$ cat config.mk
export PLATFORM = sky130hd
export DESIGN_NAME = mem_arbiter_fsm
export DESIGN_NICKNAME = d
export VERILOG_FILES = /design/src/rtl/mem_arbiter_fsm.sv
export SDC_FILE = /design/constraint.sdc
export NUM_CORES = 1
export LEC_CHECK = 0
export BUFFER_PORTS_ARGS = -buffer_cell sky130_fd_sc_hd__buf_4
export CORE_AREA = 5 5 102 104
export DETAILED_ROUTE_END_ITERATION = 10
export DIE_AREA = 0 0 107 109
export PLACE_DENSITY_LB_ADDON = 0.12
export SYNTH_ARGS = -nofsm -noshare
export SYNTH_HDL_FRONTEND = slang
export SYNTH_SLANG_ARGS = --single-unit
export TNS_END_PERCENT = 30
$ cat constraint.sdc
create_clock -name CLK -period 4.64 [get_ports CLK]
set_input_delay 0.928 -clock CLK [delete_from_list [all_inputs] [get_ports CLK]]
set_output_delay 0.928 -clock CLK [all_outputs]
set_load 0.01 [all_outputs]
$ cat src/rtl/mem_arbiter_fsm.sv
// Arbiter sharing one single-ported RAM between instruction fetch and data access.
// Data has priority, a streak limit protects fetch, and a timeout forces an error completion.
module mem_arbiter_fsm #(
  parameter int          MAX_D_STREAK = 4,
  parameter int          TIMEOUT      = 255,
  parameter logic [31:0] ERR_WORD     = 32'hBAD1BAD1
) (
  input  logic        CLK,
  input  logic        RST,
  // instruction port
  input  logic        iREN,
  input  logic [31:0] iaddr,
  output logic        iwait,
  output logic [31:0] iload,
  // data port
  input  logic        dREN,
  input  logic        dWEN,
  input  logic [31:0] daddr,
  input  logic [31:0] dstore,
  output logic        dwait,
  output logic [31:0] dload,
  input  logic        halt,
  // RAM side
  output logic        ramREN,
  output logic        ramWEN,
  output logic [31:0] ramaddr,
  output logic [31:0] ramstore,
  input  logic [31:0] ramload,
  input  logic [1:0]  ramstate,
  output logic        bus_err
);

  typedef enum logic [1:0] {
    IDLE   = 2'd0,
    IGRANT = 2'd1,
    DGRANT = 2'd2
  } state_t;

  localparam logic [1:0] RS_ACCESS  = 2'd2;
  localparam logic [1:0] RS_ERROR   = 2'd3;
  localparam logic [3:0] STREAK_MAX = 4'(MAX_D_STREAK);
  localparam logic [7:0] TCNT_LAST  = 8'(TIMEOUT - 1);

  state_t      state, state_nx;
  logic [3:0]  dstreak, dstreak_nx;
  logic [7:0]  tcnt, tcnt_nx;
  logic        bus_err_nx;

  logic d_req, i_ok, d_win, i_win;
  logic granted, owner_req, done, fail, i_done, d_done, rearb;

  assign d_req = dREN | dWEN;
  assign i_ok  = iREN & ~halt;
  assign d_win = d_req & ~(i_ok & (dstreak == STREAK_MAX));
  assign i_win = ~d_win & i_ok;

  assign granted   = (state != IDLE) & ~RST;
  assign owner_req = (state == IGRANT) ? iREN : d_req;

  // Once the RAM reports ACCESS/ERROR (or the timeout fires) the access is
  // finished, so it is acknowledged even if the owner lets go this same cycle.
  assign done   = granted & ((ramstate == RS_ACCESS) | (ramstate == RS_ERROR) | (tcnt == TCNT_LAST));
  assign fail   = done & (ramstate != RS_ACCESS);
  assign i_done = done & (state == IGRANT);
  assign d_done = done & (state == DGRANT);

  // RAM strobes and port responses are decoded straight from the state.
  always_comb begin
    ramREN   = 1'b0;
    ramWEN   = 1'b0;
    ramaddr  = '0;
    ramstore = '0;
    if (!RST) begin
      case (state)
        IGRANT: begin
          ramREN  = 1'b1;
          ramaddr = iaddr;
        end
        DGRANT: begin
          ramWEN   = dWEN;
          ramREN   = dREN & ~dWEN;
          ramaddr  = daddr;
          ramstore = dstore;
        end
        default: ;
      endcase
    end
  end

  always_comb begin
    iwait = iREN & ~i_done;
    dwait = d_req & ~d_done;
    iload = i_done ? (fail ? ERR_WORD : ramload) : '0;
    dload = d_done ? (fail ? ERR_WORD : ramload) : '0;
  end

  // NOTE: every signal assigned in this always_comb gets a default first, so
  // no path leaves a value unassigned and no latch is inferred.
  always_comb begin
    state_nx   = state;
    dstreak_nx = dstreak;
    tcnt_nx    = tcnt;
    bus_err_nx = bus_err;
    rearb      = 1'b0;

    case (state)
      IDLE: begin
        rearb   = 1'b1;
        tcnt_nx = '0;
      end
      IGRANT, DGRANT: begin
        if (done) begin
          rearb   = 1'b1;
          tcnt_nx = '0;
          if (fail) bus_err_nx = 1'b1;
        end else if (!owner_req) begin
          state_nx = IDLE;
          tcnt_nx  = '0;
        end else begin
          tcnt_nx = tcnt + 8'd1;
        end
      end
      default: state_nx = IDLE;
    endcase

    if (rearb) begin
      if (d_win) begin
        state_nx = DGRANT;
        if (i_ok && dstreak != STREAK_MAX) dstreak_nx = dstreak + 4'd1;
      end else if (i_win) begin
        state_nx   = IGRANT;
        dstreak_nx = '0;
      end else begin
        state_nx = IDLE;
      end
    end

    // The streak only matters while fetch is actually waiting.
    if (!iREN) dstreak_nx = '0;
  end

  // NOTE: state registers use non-blocking assignments so every flop samples
  // the pre-edge values regardless of block ordering.
  always_ff @(posedge CLK) begin
    if (RST) begin
      state   <= IDLE;
      dstreak <= '0;
      tcnt    <= '0;
      bus_err <= 1'b0;
    end else begin
      state   <= state_nx;
      dstreak <= dstreak_nx;
      tcnt    <= tcnt_nx;
      bus_err <= bus_err_nx;
    end
  end

endmodule

==> results of run 1 <==
## power groups by stage
stage               logic [W]  clock network, W  registers (W)
floorplan           0.0000933                 0       0.000136
global placement     0.000236                 0       0.000136
detailed placement   0.000238                 0       0.000136
CTS                  0.000239          0.000112       0.000133
global route         0.000259          0.000120       0.000134
finish               0.000237          0.000108       0.000133
## final timing paths
check	slack [ps]	cells after the start	endpoint	from
max	1360	5	ramaddr[1]	RST
min	490	2	dstreak[3]	dstreak[3]
max reg2reg	2170	5	tcnt[3]	state[0]
min reg2reg	490	2	dstreak[3]	dstreak[3]
## flip-flops by register name, summed over array words and instances, names as in the netlist
name and cells:
tcnt 8, bus_err 1, state 2, dstreak 4
## critical path, delay by kind of cell
| family | cells | cell delay [ps] |
|---|---|---|
| simple gates | 2 | 1000 |
| buf+inv | 3 | 400 |
## synth_stat cells
cell / count
a2111o_1: 1
a211oi_1: 2
a21oi_1: 14
a22o_1: 1
a22oi_1: 32
a31oi_1: 1
and2_1: 33
and3_1: 31
and3b_1: 2
buf_1: 1
buf_2: 4
buf_6: 3
clkbuf_1: 19
dfxtp_1: 15
ha_1: 8
inv_1: 6
inv_2: 1
nand2_1: 7
nand3_1: 2
nand4_1: 4
nand4_2: 1
nand4b_1: 1
nand4bb_1: 1
nor2_1: 42
nor2b_1: 7
nor3_1: 1
nor3_4: 1
nor3b_1: 2
nor4b_2: 1
o2111ai_1: 1
o21a_1: 38
o21ai_0: 3
o21ai_1: 3
o21bai_1: 1
o22ai_1: 1
o31a_1: 1
o31ai_1: 2
o32a_1: 1
xnor2_1: 3
xor2_1: 4
## metal layers
layer | up-vias | GRT usage (%) | part of all wire [%]
li1 | 1586 | - | -
met1 | 1467 | 20.9 | 38
met2 | 192 | 31.1 | 51
met5 | - | 0 | 0
met4 | 0 | 5.39 | 2.2
met3 | 18 | 3.91 | 8.5
## logic make-up after synthesis
logic type / count (synthesis) / share of synthesized area, %
compound gates: 102 / 34.4
xor+xnor: 7 / 2.91
fa+ha+maj: 8 / 4.76
buf+inv: 34 / 7.37
flops: 15 / 14.3
simple gates: 136 / 36.3
## per-stage QoR
step	power [W]	area (sq um)
global route	0.000513	4210
CTS	0.000484	4210
floorplan	0.000229	2100
detailed placement	0.000375	4170
finish	0.000479	4210
global placement	0.000372	4170
## area by class of cell
type                       count  share of cell area [%]
clock buffer                   4                    1.07
inverter                       7                   0.624
sequential                    15                    7.13
timing repair buffer         273                    48.6
multi-input combinational    253                    39.1
tap                          114                    3.39
==> metrics.md, run 1 <==
| Metric | Value |
|---|---|
| Mapped Cells | `302` |
| Critical Path Fanout Max | `34` |
| Critical path arrival | `2350 ps` |
| Hold-fix buffers, CTS | `0` |
| Fin Setup TNS | `0 ps` |
| Final Cycle Share | `70.6%` |
| Pin count of the biggest net entering global routing | `50` |
| NetSw | `0.000155 W` |
| CTS tree | `built` |
| Hold Vio Cnt, Final | `0` |
| Startpoint types | `primary input` |
| Clock buffer depth | `2` |
| Gr usage total | `17.4%` |
| Synth area leader | `dfxtp_1` |
| Final Max Tran Viols | `0` |
| Synthesized area | `2100 sq um` |
| Worst slack at placement | `1350 ps` |
| PD cells | `114 nW/um^2` |
| Clock Skews | `3.97 ps` |
| Hold crit path type | `register to register` |
| Filler cell count | `944` |
| Final Instance Count excl. Fillers | `666` |
| Rows | `36` |
| Synth Area per Inst | `6.97 sq um` |
| WL/cell | `17.0 um` |
| Total wire length | `11400 um` |
| Maximum vdd drop | `0.0696 mV` |
| HPWL Detailed | `9370 um` |
| Gpl congestion | `0.800` |
| Relative slew slack | `23.8%` |
| Fmax | `305 MHz` |
| Net Sw Frac | `32.5%` |
| Sequential share of power | `27.9%` |
| Via count | `3263` |
| Die H | `109 um` |
| Setup bufs post-CTS | `0` |
| Share of cells above drive strength 1 | `50.7%` |
| Reg area | `300 sq um` |
| Resize count post-CTS | `0` |
| Setup WS post-layout | `1360 ps` |
| CP cell instances | `buf_4, inv_2, nand2_1, nor2_1, buf_4` |
| Synth cell types | `40` |
| Total congestion overflow | `0` |
| DRT Pass-1 Iters | `4` |
| Internal Power | `0.000323 W` |
| Reg clk slew, reported paths | `70 ps` |
| Yosys warns | `0` |
| Vias in the first global route | `3235` |
| Utilization after layout | `44.5%` |
| Commonest cells after routing, fill and taps aside | `buf_4 (273), nor2_1 (42), o21a_1 (38), and2_1 (33), a22oi_1 (32)` |
| Initial drt markers | `210` |
| ANT nets after route | `0` |
| #FFs+latches synth | `15` |
| TritonCTS buffer count | `3` |
| Worst setup EP type | `output port` |
| Area delta synth->final | `100%` |
| Post-Place Cells | `662` |
| Core ar. | `9460 sq um` |
| Crit path largest cell delay | `650 ps` |
| Crit Path Category | `primary input to output port` |
| Leading cell type in the layout, fill and taps excluded | `buf_4` |
| Syn_nets | `446` |
| # clock sinks | `15` |
| Max Cap Viol | `0` |
| Sequential share of the synthesized area | `14.3%` |
| Combinational share of power | `49.6%` |
| Synth area leaders | `dfxtp_1 (14%), o21a_1 (14%), a22oi_1 (11%), and2_1 (9.8%), and3_1 (9.2%)` |
| First-pass GRT wire length | `16500 um` |
| Cell mode on critical path | `buf_4` |
| Chip width | `107 um` |
| Crit-path slowest cell | `nand2_1` |
| Post-route DRC | `0` |
| Clk_lat worst skew | `250 ps` |
| # diodes | `0` |
| Root Buffer | `clkbuf_8` |
| Buffers on Ports | `268` |
| Hold_ws | `488 ps` |
| Multi-input logic area | `1650 sq um` |
| Io pins | `269` |
| H-Tree Depth | `1` |
| Required @ worst endpoint | `3710 ps` |
| Starting Density | `22.2%` |
| Status | `finished, final reports clean` |
| Worst slew pin tran | `1140 ps` |
| Min cycle time layout | `3280 ps` |
| Clock share of power | `22.6%` |
| Initial antenna violation count | `0` |
| RSZ-0062 raised after global routing | `false` |
| Via/cell ratio | `4.90` |
| Layout net count | `697` |
| Synth top area share | `14.3%` |
| Leakage power | `2.19 nW` |
| Final setup fails | `0` |
| Die Area | `11700 sq um` |
No activity file was read; power rests on OpenSTA's default activity.
==> inputs of run 2 (changes only) <==
==> constraint.sdc (replaced) <==
create_clock -name CLK -period 3.05 [get_ports CLK]
set_input_delay 0.61 -clock CLK [delete_from_list [all_inputs] [get_ports CLK]]
set_output_delay 0.61 -clock CLK [all_outputs]
set_load 0.01 [all_outputs]
==> metrics.md, run 2 (synthesis gave the netlist of run 1 again) <==
| Metric | Value |
|---|---|
| Io pins | `269 (unchanged)` |
| Starting Density | `22.2% (unchanged)` |
| Critical path arrival | `2010 ps (-340 ps)` |
| Buffers on Ports | `268 (unchanged)` |
| Die H | `109 um (unchanged)` |
| HPWL Detailed | `9390 um (+0.16%)` |
| Status | `finished, final reports clean` |
| Final setup fails | `0 (unchanged)` |
| ANT nets after route | `0 (unchanged)` |
| Leakage power | `2.21 nW (+0.69%)` |
| Vias in the first global route | `3166 (-2.1%)` |
| RSZ-0062 raised after global routing | `false` |
| CP cell instances | `inv_1, ha_1, nand3_1, o31a_1, nor3_4, buf_4, o21a_1, buf_4` |
| Layout net count | `700 (+0.43%)` |
| Setup bufs post-CTS | `0 (unchanged)` |
| Cell mode on critical path | `buf_4` |
| Relative slew slack | `68.5% (+45 points)` |
| Crit path launch | `tcnt[0]` |
| Critical Path Fanout Max | `37 (+8.8%)` |
| Share of cells above drive strength 1 | `51.0% (+0.27 points)` |
| Post-route DRC | `0 (unchanged)` |
| Fmax | `382 MHz` |
| H-Tree Depth | `1 (unchanged)` |
| Reg clk slew, reported paths | `70 ps (about the same)` |
| Final Cycle Share | `85.8%` |
| Placed Instance Area | `4190 sq um (+0.54%)` |
| Worst R2R End | `tcnt[0]` |
| Required @ worst endpoint | `2440 ps (-1270 ps)` |
| R2R depth | `6 (+1)` |
| DRT Pass-1 Iters | `5 (+1)` |
| Filler cell count | `938 (-0.64%)` |
| Via count | `3291 (+0.86%)` |
| Crit path to | `iload[7]` |
| Max FFs per register | `8 (unchanged)` |
| Hold-fix buffers, CTS | `0 (unchanged)` |
| Biggest register | `tcnt` |
| Resize count post-CTS | `0 (unchanged)` |
| WL/cell | `16.9 um (-1.1%)` |
| Fin Setup TNS | `0 ps (unchanged)` |
| Worst r2r src | `state[0]` |
| Worst slew pin tran | `473 ps (-667 ps)` |
| Maximum vdd drop | `0.119 mV (+71%)` |
| Hold crit path type | `register to register` |
| # diodes | `0 (unchanged)` |
| Final Max Tran Viols | `0 (unchanged)` |
| Total congestion overflow | `0 (unchanged)` |
| Hold wc startpoint | `bus_err` |
| Fin area | `4240 sq um (+0.53%)` |
| Gr usage total | `17.1% (-0.32 points)` |
| TritonCTS buffer count | `3 (unchanged)` |
| Total wire length | `11300 um (-0.68%)` |
| Chip width | `107 um (unchanged)` |
| Leading cell type in the layout, fill and taps excluded | `buf_4` |
| Clk_lat worst skew | `250 ps (about the same)` |
| Max Cap Viol | `0 (unchanged)` |
| First-pass GRT wire length | `16200 um (-2.0%)` |
| Post-Place Cells | `665 (+0.45%)` |
| Crit Path Category | `register to output port` |
| Core ar. | `9460 sq um (unchanged)` |
| Clock buffer depth | `2 (unchanged)` |
| Die Area | `11700 sq um (unchanged)` |
| Startpoint types | `register` |
| Pin count of the biggest net entering global routing | `50 (unchanged)` |
| Biggest regs | `tcnt: 8 flops, dstreak: 4 flops, state: 2 flops` |
| Clock Skews | `8.48 ps (+4.51 ps)` |
| Crit path largest cell delay | `360 ps (-290 ps)` |
| Reg2reg setup slack | `1150 ps (-1020 ps)` |
| CTS tree | `built` |
| Via/cell ratio | `4.92 (+0.41%)` |
| Rows | `36 (unchanged)` |
| Final Instance Count excl. Fillers | `669 (+0.45%)` |
| Commonest cells after routing, fill and taps aside | `buf_4 (276), nor2_1 (42), o21a_1 (38), and2_1 (33), a22oi_1 (32)` |
| PD cells | `172 nW/um^2 (+51%)` |
| # clock sinks | `15 (unchanged)` |
| Area delta synth->final | `101%` |
| Initial antenna violation count | `0 (unchanged)` |
| Worst setup EP type | `output port` |
| Crit-path slowest cell | `buf_4` |
| Root Buffer | `clkbuf_8` |
| Hold Vio Cnt, Final | `0 (unchanged)` |
| Initial drt markers | `311 (+48%)` |
| Min cycle time layout | `2620 ps` |
| Gpl congestion | `0.788 (-1.5%)` |
## run 2: through the flow
step,power [W],setup slack [ps],hold slack (ps),util [%]
final,0.000729,434,489,44.8
after global routing,0.000775,286,514,44.8
after CTS,0.000736,443,490,44.8
after detailed placement,0.000571,643,480,44.3
after global placement,0.000566,646,479,44.3
after floorplan,0.000349,703,457,-
## run 2: worst min-delay path by stage
stage | end | depth (start not counted)
after global placement | bus_err | 1
after detailed placement | dstreak[3] | 2
after floorplan | dstreak[3] | 2
after global routing | dstreak[3] | 2
after CTS | dstreak[3] | 2
final | bus_err | 1
## run 2: area by class of cell
| type | instances | area [sq um] | area share, % |
|---|---|---|---|
| Timing Repair Buffer | 276 | 2070 | 48.9 |
| Tap cell | 114 | 143 | 3.37 |
| Inverter | 7 | 26.3 | 0.620 |
| Sequential cell | 15 | 300 | 7.09 |
| Clock buffer | 4 | 45.0 | 1.06 |
| Multi-Input combinational cell | 253 | 1650 | 38.9 |
## run 2: metal layers
metal | up-vias | GRT usage (%) | share of wire, %
li1 | 1595 | - | -
met1 | 1484 | 19.1 | 38
met2 | 196 | 31.9 | 51
met3 | 16 | 5.09 | 9.4
met4 | 0 | 4.20 | 2.2
met5 | - | 0 | 0
## run 2: power breakdown
group / internal [W] / switching [W] / leakage [nW]
Combinational: 0.000201 / 0.000161 / 2.06
Sequential: 0.000200 / 0.00000321 / 0.121
Clock: 0.0000925 / 0.0000706 / 0.0228
Total: 0.000494 / 0.000235 / 2.21
## run 2: worst max-delay path: cells and delay by family (launching register included)
| family | cells | cell delay (ps) |
|---|---|---|
| DFF | 1 | 340 |
| buffers and inverters | 3 | 550 |
| AOI/OAI and AO/OA | 2 | 480 |
| and+or+nand+nor | 2 | 260 |
| adders and majority gates | 1 | 140 |
